### src/rtl/sram_rmw_pkg.sv
// Shared types and helpers for the SRAM read-modify-write front end.
package sram_rmw_pkg;

  typedef enum logic [0:0] {
    IDLE  = 1'b0,
    MERGE = 1'b1
  } rmw_state_e;

  localparam int unsigned RMW_CNT_WIDTH = 32;

  // Widest byte-enable vector be_full() accepts; callers pad unused upper bits with ones.
  localparam int unsigned MAX_BE_WIDTH = 64;

  // True when every byte lane is enabled.
  function automatic logic be_full(input logic [MAX_BE_WIDTH-1:0] be);
    return &be;
  endfunction

endpackage

### src/rtl/sram_rmw_ctrl_if.sv
// Client-side req/gnt/rvalid bus of the RMW front end.
interface sram_rmw_ctrl_if #(
  parameter int unsigned DATA_WIDTH = 64,
  parameter int unsigned NUM_WORDS  = 1024
) ();
  localparam int unsigned ADDR_WIDTH = $clog2(NUM_WORDS);

  logic                    req;
  logic                    gnt;
  logic                    we;
  logic [ADDR_WIDTH-1:0]   addr;
  logic [DATA_WIDTH-1:0]   wdata;
  logic [DATA_WIDTH/8-1:0] be;
  logic                    rvalid;
  logic [DATA_WIDTH-1:0]   rdata;

  modport master (
    output req, we, addr, wdata, be,
    input  gnt, rvalid, rdata
  );

  modport slave (
    input  req, we, addr, wdata, be,
    output gnt, rvalid, rdata
  );
endinterface

### src/rtl/sram_be_merge.sv
// Combinational byte-lane merge: enabled lanes from the new word, others from the old word.
module sram_be_merge #(
  parameter int unsigned DATA_WIDTH = 64
) (
  input  logic [DATA_WIDTH-1:0]   old_word,
  input  logic [DATA_WIDTH-1:0]   new_word,
  input  logic [DATA_WIDTH/8-1:0] be,
  output logic [DATA_WIDTH-1:0]   merged
);
  for (genvar i = 0; i < DATA_WIDTH / 8; i++) begin : g_lane
    assign merged[8*i +: 8] = be[i] ? new_word[8*i +: 8] : old_word[8*i +: 8];
  end
endmodule

### src/rtl/sram_rmw_ctrl.sv
// Byte-enable RMW front end: partial writes become an SRAM read plus a merged full-word write.
module sram_rmw_ctrl
  import sram_rmw_pkg::*;
#(
  parameter int unsigned DATA_WIDTH = 64,
  parameter int unsigned NUM_WORDS  = 1024
) (
  input  logic                         clk_i,
  input  logic                         rst_ni,
  sram_rmw_ctrl_if.slave               bus,
  output logic                         sram_req_o,
  output logic                         sram_we_o,
  output logic [$clog2(NUM_WORDS)-1:0] sram_addr_o,
  output logic [DATA_WIDTH-1:0]        sram_wdata_o,
  input  logic [DATA_WIDTH-1:0]        sram_rdata_i,
  output logic [RMW_CNT_WIDTH-1:0]     rmw_cnt_o
);
  localparam int unsigned ADDR_WIDTH = $clog2(NUM_WORDS);
  localparam int unsigned BE_WIDTH   = DATA_WIDTH / 8;

  localparam logic [0:0] StIdle  = IDLE;
  localparam logic [0:0] StMerge = MERGE;

  logic [0:0]               state_q, state_d;
  logic                     rvalid_q, rvalid_d;
  logic [ADDR_WIDTH-1:0]    addr_q;
  logic [DATA_WIDTH-1:0]    wdata_q;
  logic [BE_WIDTH-1:0]      be_q;
  logic [RMW_CNT_WIDTH-1:0] cnt_q;
  logic                     capture;
  logic [DATA_WIDTH-1:0]    merged;
  logic [MAX_BE_WIDTH-1:0]  be_pad;
  logic                     be_all, be_none;

  // Unused upper lanes read as enabled so the AND-reduction only sees real lanes.
  always_comb begin
    be_pad              = '1;
    be_pad[BE_WIDTH-1:0] = bus.be;
  end

  assign be_all  = be_full(be_pad);
  assign be_none = ~|bus.be;

  sram_be_merge #(
    .DATA_WIDTH (DATA_WIDTH)
  ) u_merge (
    .old_word (sram_rdata_i),
    .new_word (wdata_q),
    .be       (be_q),
    .merged   (merged)
  );

  // Command decode and SRAM drive; outputs stay zero when nothing is issued.
  always_comb begin
    state_d      = state_q;
    rvalid_d     = 1'b0;
    capture      = 1'b0;
    sram_req_o   = 1'b0;
    sram_we_o    = 1'b0;
    sram_addr_o  = '0;
    sram_wdata_o = '0;
    case (state_q)
      StIdle: begin
        if (bus.req) begin
          if (!bus.we) begin
            sram_req_o  = 1'b1;
            sram_addr_o = bus.addr;
            rvalid_d    = 1'b1;
          end else if (be_all) begin
            sram_req_o   = 1'b1;
            sram_we_o    = 1'b1;
            sram_addr_o  = bus.addr;
            sram_wdata_o = bus.wdata;
          end else if (!be_none) begin
            // Fetch the old word; the merge happens next cycle.
            sram_req_o  = 1'b1;
            sram_addr_o = bus.addr;
            capture     = 1'b1;
            state_d     = StMerge;
          end
        end
      end
      StMerge: begin
        sram_req_o   = 1'b1;
        sram_we_o    = 1'b1;
        sram_addr_o  = addr_q;
        sram_wdata_o = merged;
        state_d      = StIdle;
      end
      default: state_d = StIdle;
    endcase
  end

  // FSM, read flag, captured command and saturating RMW counter.
  always_ff @(posedge clk_i or negedge rst_ni) begin
    if (!rst_ni) begin
      state_q  <= StIdle;
      rvalid_q <= 1'b0;
      addr_q   <= '0;
      wdata_q  <= '0;
      be_q     <= '0;
      cnt_q    <= '0;
    end else begin
      state_q  <= state_d;
      rvalid_q <= rvalid_d;
      if (capture) begin
        addr_q  <= bus.addr;
        wdata_q <= bus.wdata;
        be_q    <= bus.be;
      end
      if (state_q == StMerge && cnt_q != '1) begin
        cnt_q <= cnt_q + {{(RMW_CNT_WIDTH-1){1'b0}}, 1'b1};
      end
    end
  end

  assign bus.gnt    = (state_q == StIdle);
  assign bus.rvalid = rvalid_q;
  assign bus.rdata  = rvalid_q ? sram_rdata_i : '0;
  assign rmw_cnt_o  = cnt_q;
endmodule

### src/flat_wrapper.sv
// flat-port wrapper written by rule: the top's interface ports become plain ports
module sram_rmw_ctrl_flat import sram_rmw_pkg::*;
#(
  parameter int unsigned DATA_WIDTH = 64,
  parameter int unsigned NUM_WORDS  = 1024
)
  (clk_i, rst_ni, sram_req_o, sram_we_o, sram_addr_o, sram_wdata_o, sram_rdata_i, rmw_cnt_o, bus_req, bus_we, bus_addr, bus_wdata, bus_be, bus_gnt, bus_rvalid, bus_rdata);
  sram_rmw_ctrl_if #(.DATA_WIDTH(DATA_WIDTH), .NUM_WORDS(NUM_WORDS)) bus_i ();
  input  logic clk_i;
  input  logic rst_ni;
  output logic sram_req_o;
  output logic sram_we_o;
  output logic [$clog2(NUM_WORDS)-1:0] sram_addr_o;
  output logic [DATA_WIDTH-1:0] sram_wdata_o;
  input  logic [DATA_WIDTH-1:0] sram_rdata_i;
  output logic [RMW_CNT_WIDTH-1:0] rmw_cnt_o;
  input wire logic [$bits(bus_i.req)-1:0] bus_req;
  input wire logic [$bits(bus_i.we)-1:0] bus_we;
  input wire logic [$bits(bus_i.addr)-1:0] bus_addr;
  input wire logic [$bits(bus_i.wdata)-1:0] bus_wdata;
  input wire logic [$bits(bus_i.be)-1:0] bus_be;
  output wire logic [$bits(bus_i.gnt)-1:0] bus_gnt;
  output wire logic [$bits(bus_i.rvalid)-1:0] bus_rvalid;
  output wire logic [$bits(bus_i.rdata)-1:0] bus_rdata;
  assign bus_i.req = bus_req;
  assign bus_i.we = bus_we;
  assign bus_i.addr = bus_addr;
  assign bus_i.wdata = bus_wdata;
  assign bus_i.be = bus_be;
  assign bus_gnt = bus_i.gnt;
  assign bus_rvalid = bus_i.rvalid;
  assign bus_rdata = bus_i.rdata;
  sram_rmw_ctrl #(.DATA_WIDTH(DATA_WIDTH), .NUM_WORDS(NUM_WORDS)) u_core (.clk_i(clk_i), .rst_ni(rst_ni), .bus(bus_i), .sram_req_o(sram_req_o), .sram_we_o(sram_we_o), .sram_addr_o(sram_addr_o), .sram_wdata_o(sram_wdata_o), .sram_rdata_i(sram_rdata_i), .rmw_cnt_o(rmw_cnt_o));
endmodule
### config.mk
export PLATFORM = sky130hd
export DESIGN_NAME = sram_rmw_ctrl_flat
export DESIGN_NICKNAME = d
export VERILOG_FILES = /design/src/rtl/sram_rmw_pkg.sv /design/src/rtl/sram_rmw_ctrl_if.sv /design/src/rtl/sram_be_merge.sv /design/src/rtl/sram_rmw_ctrl.sv /design/src/flat_wrapper.sv
export SDC_FILE = /design/constraint.sdc
export NUM_CORES = 1
export LEC_CHECK = 0
export ABC_AREA = 1
export CAP_MARGIN = 10
export CORE_MARGIN = 2
export CORE_UTILIZATION = 32
export DETAILED_ROUTE_END_ITERATION = 6
export PLACE_DENSITY = 0.74
export SLEW_MARGIN = 10
export SYNTH_ARGS = -nofsm -noshare
export SYNTH_HDL_FRONTEND = slang
export SYNTH_SLANG_ARGS = --single-unit
### constraint.sdc
create_clock -name clk_i -period 2.5 [get_ports clk_i]
set_clock_uncertainty 0.1 [all_clocks]
set_input_delay 0.625 -clock clk_i [delete_from_list [all_inputs] [get_ports clk_i]]
set_output_delay 0.625 -clock clk_i [all_outputs]
set_load 0.005 [all_outputs]
Word-level counts from Yosys, hierarchy flattened
Cells that the tools add are included.
{ "totals": {"reg_bits": 116, "in_bits": 150, "out_inout_bits": 174} }
{ "classes": {"add_sub_neg": 1, "n_eq_ne": 1, "muxes": 35, "n_bitwise": 1, "n_reduce_logical": 3} }
{ "op_table": {"columns": ["op", "n"], "rows": [
  ["$mux W64", 4],
  ["$pmux W64 S2", 1],
  ["$mux W8", 8],
  ["$mux W10", 4],
  ["$add A32 B1 Y32 const B", 1],
  ["$ne A32 B32 Y1 const B", 1],
  ["$pmux W10 S2", 1],
  ["$mux W1", 14],
  ["$reduce_and A8 Y1", 1],
  ["$reduce_or A8 Y1", 1],
  ["$pmux W1 S2", 3],
  ["$logic_and A1 B1 Y1", 1],
  ["$not A1 Y1", 1]
]} }

Longest topological paths before layout
{ "logic_depth": {"depth_word": 6, "ltp_mapped": 11} }

Modules after synthesis
A second synthesis with hierarchy kept.
{ "hier_totals": {"cells_unflattened": 1301, "area_unflattened_um2": 7749.9} }
{ "by_module_without_submodules": {"columns": ["module", "instances", "cells_each", "area_per_inst_um2"], "rows": [
  ["sram_rmw_ctrl", 1, 1093, 6909.1],
  ["sram_be_merge", 1, 208, 840.8]
]} }

Least setup slack after synthesis
No wires, ideal clock.
{ "synth_path": {"path_type": "input-to-output", "start": "in bus_be[6]", "end": "out sram_wdata_o[14]", "t_arrival_ns": 1.500, "t_required_ns": 1.775, "setup_slack_ns": 0.275, "stages": 6, "path_buffers": 2, "path_cell_list": "nand4_1 -> nor2_1 -> buf_2 -> buf_1 -> nand3_1 -> o21ai_0"} }
{ "synth_via": {"elab_chain_cells": 5} }
{ "synth_rtl": {"columns": ["item", "line_no", "text"], "rows": [
  ["start, declared", "flat_wrapper.sv:21", "input wire logic [$bits(bus_i.be)-1:0] bus_be;"],
  ["$reduce_and A8 Y1", "sram_rmw_pkg.sv:16", "return &be;"],
  ["$mux W64", "sram_rmw_ctrl.sv:69", "end else if (be_all) begin"],
  ["$mux W64", "sram_rmw_ctrl.sv:65", "if (!bus.we) begin"],
  ["$mux W64", "sram_rmw_ctrl.sv:64", "if (bus.req) begin"],
  ["$pmux W64 S2", "sram_rmw_ctrl.sv:62", "case (state_q)"],
  ["end, declared", "flat_wrapper.sv:14", "output logic [DATA_WIDTH-1:0] sram_wdata_o;"]
]} }
Every way passes these cells.

Worst setup path in the final report
{ "layout_path": {"start": "in bus_be[1]", "end": "out sram_addr_o[0]"} }
{ "layout_via": {"elab_chain_cells": 6, "elab_cells_between_ends": 7, "cone_classes": "mux: 5; reduce/logical: 2"} }
{ "layout_rtl": {"columns": ["item", "line_no", "text"], "rows": [
  ["$reduce_or A8 Y1", "sram_rmw_ctrl.sv:42", "assign be_none = ~|bus.be;"],
  ["$mux W10", "sram_rmw_ctrl.sv:74", "end else if (!be_none) begin"],
  ["$mux W10 *", "sram_rmw_ctrl.sv:69", null],
  ["$mux W10 *", "sram_rmw_ctrl.sv:65", null],
  ["$mux W10 *", "sram_rmw_ctrl.sv:64", null],
  ["$pmux W10 S2 *", "sram_rmw_ctrl.sv:62", null],
  ["end, declared", "flat_wrapper.sv:13", "output logic [$clog2(NUM_WORDS)-1:0] sram_addr_o;"]
]} }
Every way passes the cells marked *; elsewhere a longest branch is shown, timed or not.

==> impl_results.rst <==
.. list-table::
   :header-rows: 1

   * - Metric
     - Value
   * - Starting Density
     - 32.7%
   * - Most common cell after layout, fill and taps aside
     - sky130_fd_sc_hd__nand2_1
   * - Required @ worst endpoint
     - 1770 ps
   * - TritonCTS buffer count
     - 17
   * - Shortest period the worst path allows
     - 2570 ps
   * - Synthesized net count
     - 1251
   * - Commonest cells after routing, fill and taps aside
     - sky130_fd_sc_hd__nand2_1 (500), sky130_fd_sc_hd__clkdlybuf4s50_1 (196), sky130_fd_sc_hd__dfrtp_1 (114)
   * - Quantity of I/O buffers inserted on ports
     - 323
   * - Via count of the routed design
     - 9316
   * - Maximum fanout along the worst path
     - 4
   * - Leakage power figure
     - 7.13 nW
   * - Iteration count of the initial detailed-routing pass
     - 7
   * - Number of instances in the synthesized netlist
     - 1100
   * - Net switching share of the total power
     - 30.8%
   * - Hold violation total from the final report
     - 0
   * - Number of global-route vias before repair
     - 9019
   * - H-tree lvl count
     - 4
   * - Detailed-route wire length per cell
     - 19.1 um
   * - Post-route DRC violation count
     - 1
   * - Setup CP Type
     - in -> out
   * - Count of standard-cell rows
     - 55
   * - Headroom to the max-slew limit
     - 62.6%
   * - Switching power of the nets
     - 2.01 mW
   * - YS warnings
     - 0
   * - Power per cell area
     - 487 mW/mm^2
   * - Outcome
     - complete, but fails checks
   * - GRT Residual Overflow
     - 0
   * - Area grow syn2layout
     - 80.4%
   * - Share of synthesized cell area in full adder, half adder and majority cells
     - 0.168%
   * - Combinational Power Share
     - 26.1%
   * - Vert. Die Dim
     - 156 um
   * - Internal power summed over all cells
     - 4.52 mW
   * - Number of clock sinks
     - 116
   * - Combinational family with the most area after synthesis
     - simple AND/OR/NAND/NOR gates
   * - Worst min-delay path category
     - in -> async
   * - Synth Area in XOR/XNOR
     - 1.65%
   * - Root buffer cell
     - sky130_fd_sc_hd__clkbuf_16
   * - Number of antenna violations at the first check in global routing
     - 5
   * - Global-route wire length before repair
     - 49700 um
   * - Max-capacitance violation count
     - 0
   * - Detail Placement HPWL
     - 21200 um
   * - Endpoints failing setup
     - 7
   * - Global-route usage over all layers
     - 26.6%
   * - CTS clock-pin slew for the worst setup and hold paths
     - 50 ps
   * - Startpoint Class
     - input pin
   * - Accumulated negative setup slack
     - -357 ps
   * - Worst-Margin Slew
     - 560 ps
   * - Fillcell total
     - 1941
   * - Count of nets after finishing
     - 1683
   * - Average vias per placed instance
     - 5.08
   * - First-iteration detailed-routing DRC count
     - 604
   * - CTS tree
     - done
   * - Proportion of synthesized area in mux cells
     - 8.62%
   * - Post-route clock period utilization
     - 103%
   * - Maximum resistive drop on vdd
     - 365 uV
   * - Routed wire length
     - 35000 um
   * - Total standard cell area after synthesis
     - 0.00743 sq mm
   * - Pins over their slew limit
     - 0
   * - Die outline width
     - 156 um
   * - Violations in the final reports
     - DRC, setup timing
   * - Mean instance size in the synthesized netlist
     - 6.76 sq um
   * - Sequential area share after synthesis
     - 39.0%
   * - CTS Buffer Depth
     - 2
   * - IO Count
     - 324
   * - Hold-fix buffer count after cts
     - 0
   * - Clock network latency to the later pin of the worst-skew pair
     - 420 ps
   * - Final design instance area without fill
     - 0.0134 sq mm
   * - Share of total power in the clock network
     - 37.9%
   * - Compound-gate portion of the synthesized area
     - 5.32%
   * - Instance area after placement
     - 0.0114 sq mm
   * - Antenna-violating nets left
     - 0
   * - Worst path arrival time
     - 1840 ps
   * - Simple-gate portion of the synthesized area
     - 36.2%
   * - Maximum number of pins on one net before global-route repair
     - 46
   * - Final GP Congestion
     - 0.942
   * - Cell variety after synth
     - 25
   * - Share of cells above drive strength 1
     - 22.5%
   * - #FFs+latches synth
     - 116
   * - Floorplan die area
     - 0.0245 sq mm
   * - CP endpoint kind
     - output port
   * - Maximum clock rate
     - 0.389 GHz
   * - PnR worst setup slack
     - -68.1 ps
   * - Setup repair after global routing missed its margin
     - yes
   * - Worst hold slack across all endpoints
     - 27.1 ps
   * - Sequential cell fraction of total power
     - 36.0%
   * - Placeable core region
     - 0.0227 sq mm
   * - Post-Place Worst Slack
     - -828 ps
[metrics by stage]
step	utilization, %	power [mW]	std cells
global route	59.0	6.77	1833
finish	59.0	6.53	1833
CTS	56.7	6.43	1809
floorplan	-	2.91	1100
detailed placement	50.4	3.82	1720
global placement	50.4	3.79	1720
[worst max-delay path, cell delays in order]
cell                      delay (ps)
sky130_fd_sc_hd__buf_6           100
sky130_fd_sc_hd__buf_6           110
sky130_fd_sc_hd__nor2_2          100
sky130_fd_sc_hd__nand4_1         140
sky130_fd_sc_hd__buf_4           170
sky130_fd_sc_hd__o21ai_4         180
sky130_fd_sc_hd__buf_6           140
sky130_fd_sc_hd__buf_6           110
sky130_fd_sc_hd__o21ai_2          60
sky130_fd_sc_hd__buf_2           120
[power by group through the flow]
stage	clock (mW)	combinational (mW)	sequential, mW
global route	2.57	1.82	2.38
floorplan	0	0.658	2.25
finish	2.48	1.70	2.35
detailed placement	0	1.46	2.36
CTS	2.49	1.60	2.34
global placement	0	1.43	2.36
[registers in the layout, indices dropped and copies added, names as in the netlist]
name and count:
u_core.wdata_q 64, u_core.rmw_cnt_o 32, u_core.addr_q 10, u_core.be_q 8, u_core.bus.rvalid 1, u_core.state_q 1
[timing repair]
item                       4_1_cts  5_1_grt
setup buffers                   37       13
gates resized for setup        448      100
setup endpoints to repair       94      158
pin swaps                       11       10
cloned                          22       12
hold endpoints to repair         0        0
[routing by layer]
metal / track usage [%] / vias up / routed length [um]
met3: 5.93 / 113 / 2770
met1: 31.1 / 4406 / 13500
met2: 46.2 / 471 / 17000
met4: 12.6 / 2 / 1700
met5: 0 / - / 10
li1: - / 4324 / -
[cell families (layout without fill, tap and decap cells)]
group / count (synthesis) / in the layout
xor+xnor: 14 / 14
buf+inv: 161 / 606
simple gates: 665 / 665
other cells: 0 / 3
flops: 116 / 116
fa+ha+maj: 1 / 1
compound gates: 79 / 79
mux: 64 / 64
[layout make-up]
class	instances	area [sq um]	share of cell area (%)
tap	285	357	2.66
clock inverter	14	154	1.15
antenna	3	7.51	0.0560
timing repair inverter	1	6.26	0.0467
inverter	98	390	2.91
timing repair buffer	475	5010	37.3
multi-input combinational	823	4150	31.0
clock buffer	18	429	3.20
sequential	116	2910	21.7
[worst paths after layout]
check	start	end	slack [ps]	cells past startpoint
max in group asynchronous	rst_ni	u_core.rmw_cnt_o[27]	1620	2
worst min register to register	u_core.wdata_q[1]	u_core.wdata_q[1]	370	2
worst max register to register	u_core.rmw_cnt_o[0]	u_core.rmw_cnt_o[11]	450	10
worst max-delay path	bus_be[1]	sram_addr_o[0]	-70	10
worst min-delay path	rst_ni	u_core.rmw_cnt_o[10]	30	1
min in group clk_i	u_core.wdata_q[1]	u_core.wdata_q[1]	370	2
[cells in the mapped netlist]
library cell,count,area (sq um)
sky130_fd_sc_hd__nand2_1,510,1910
sky130_fd_sc_hd__dfrtp_1,116,2900
sky130_fd_sc_hd__inv_1,96,360
sky130_fd_sc_hd__nand3_1,84,420
sky130_fd_sc_hd__o21ai_0,79,395
sky130_fd_sc_hd__mux2i_1,64,641
sky130_fd_sc_hd__nor2_1,50,188
sky130_fd_sc_hd__buf_2,28,140
sky130_fd_sc_hd__clkbuf_1,19,71.3
sky130_fd_sc_hd__buf_1,11,41.3
sky130_fd_sc_hd__xor2_1,9,78.8
sky130_fd_sc_hd__nand4_1,8,50.1
sky130_fd_sc_hd__xnor2_1,5,43.8
sky130_fd_sc_hd__buf_4,3,22.5
sky130_fd_sc_hd__nand2_4,3,33.8
sky130_fd_sc_hd__nor2_2,3,18.8
sky130_fd_sc_hd__buf_6,2,22.5
sky130_fd_sc_hd__nand2_2,2,12.5
sky130_fd_sc_hd__nor2_4,2,22.5
sky130_fd_sc_hd__ha_1,1,12.5
sky130_fd_sc_hd__inv_2,1,3.75
sky130_fd_sc_hd__inv_4,1,6.26
sky130_fd_sc_hd__nand3b_1,1,7.51
sky130_fd_sc_hd__nor2_8,1,20.0
sky130_fd_sc_hd__nor3_1,1,5.00
No activity file was read; power rests on OpenSTA's default activity.
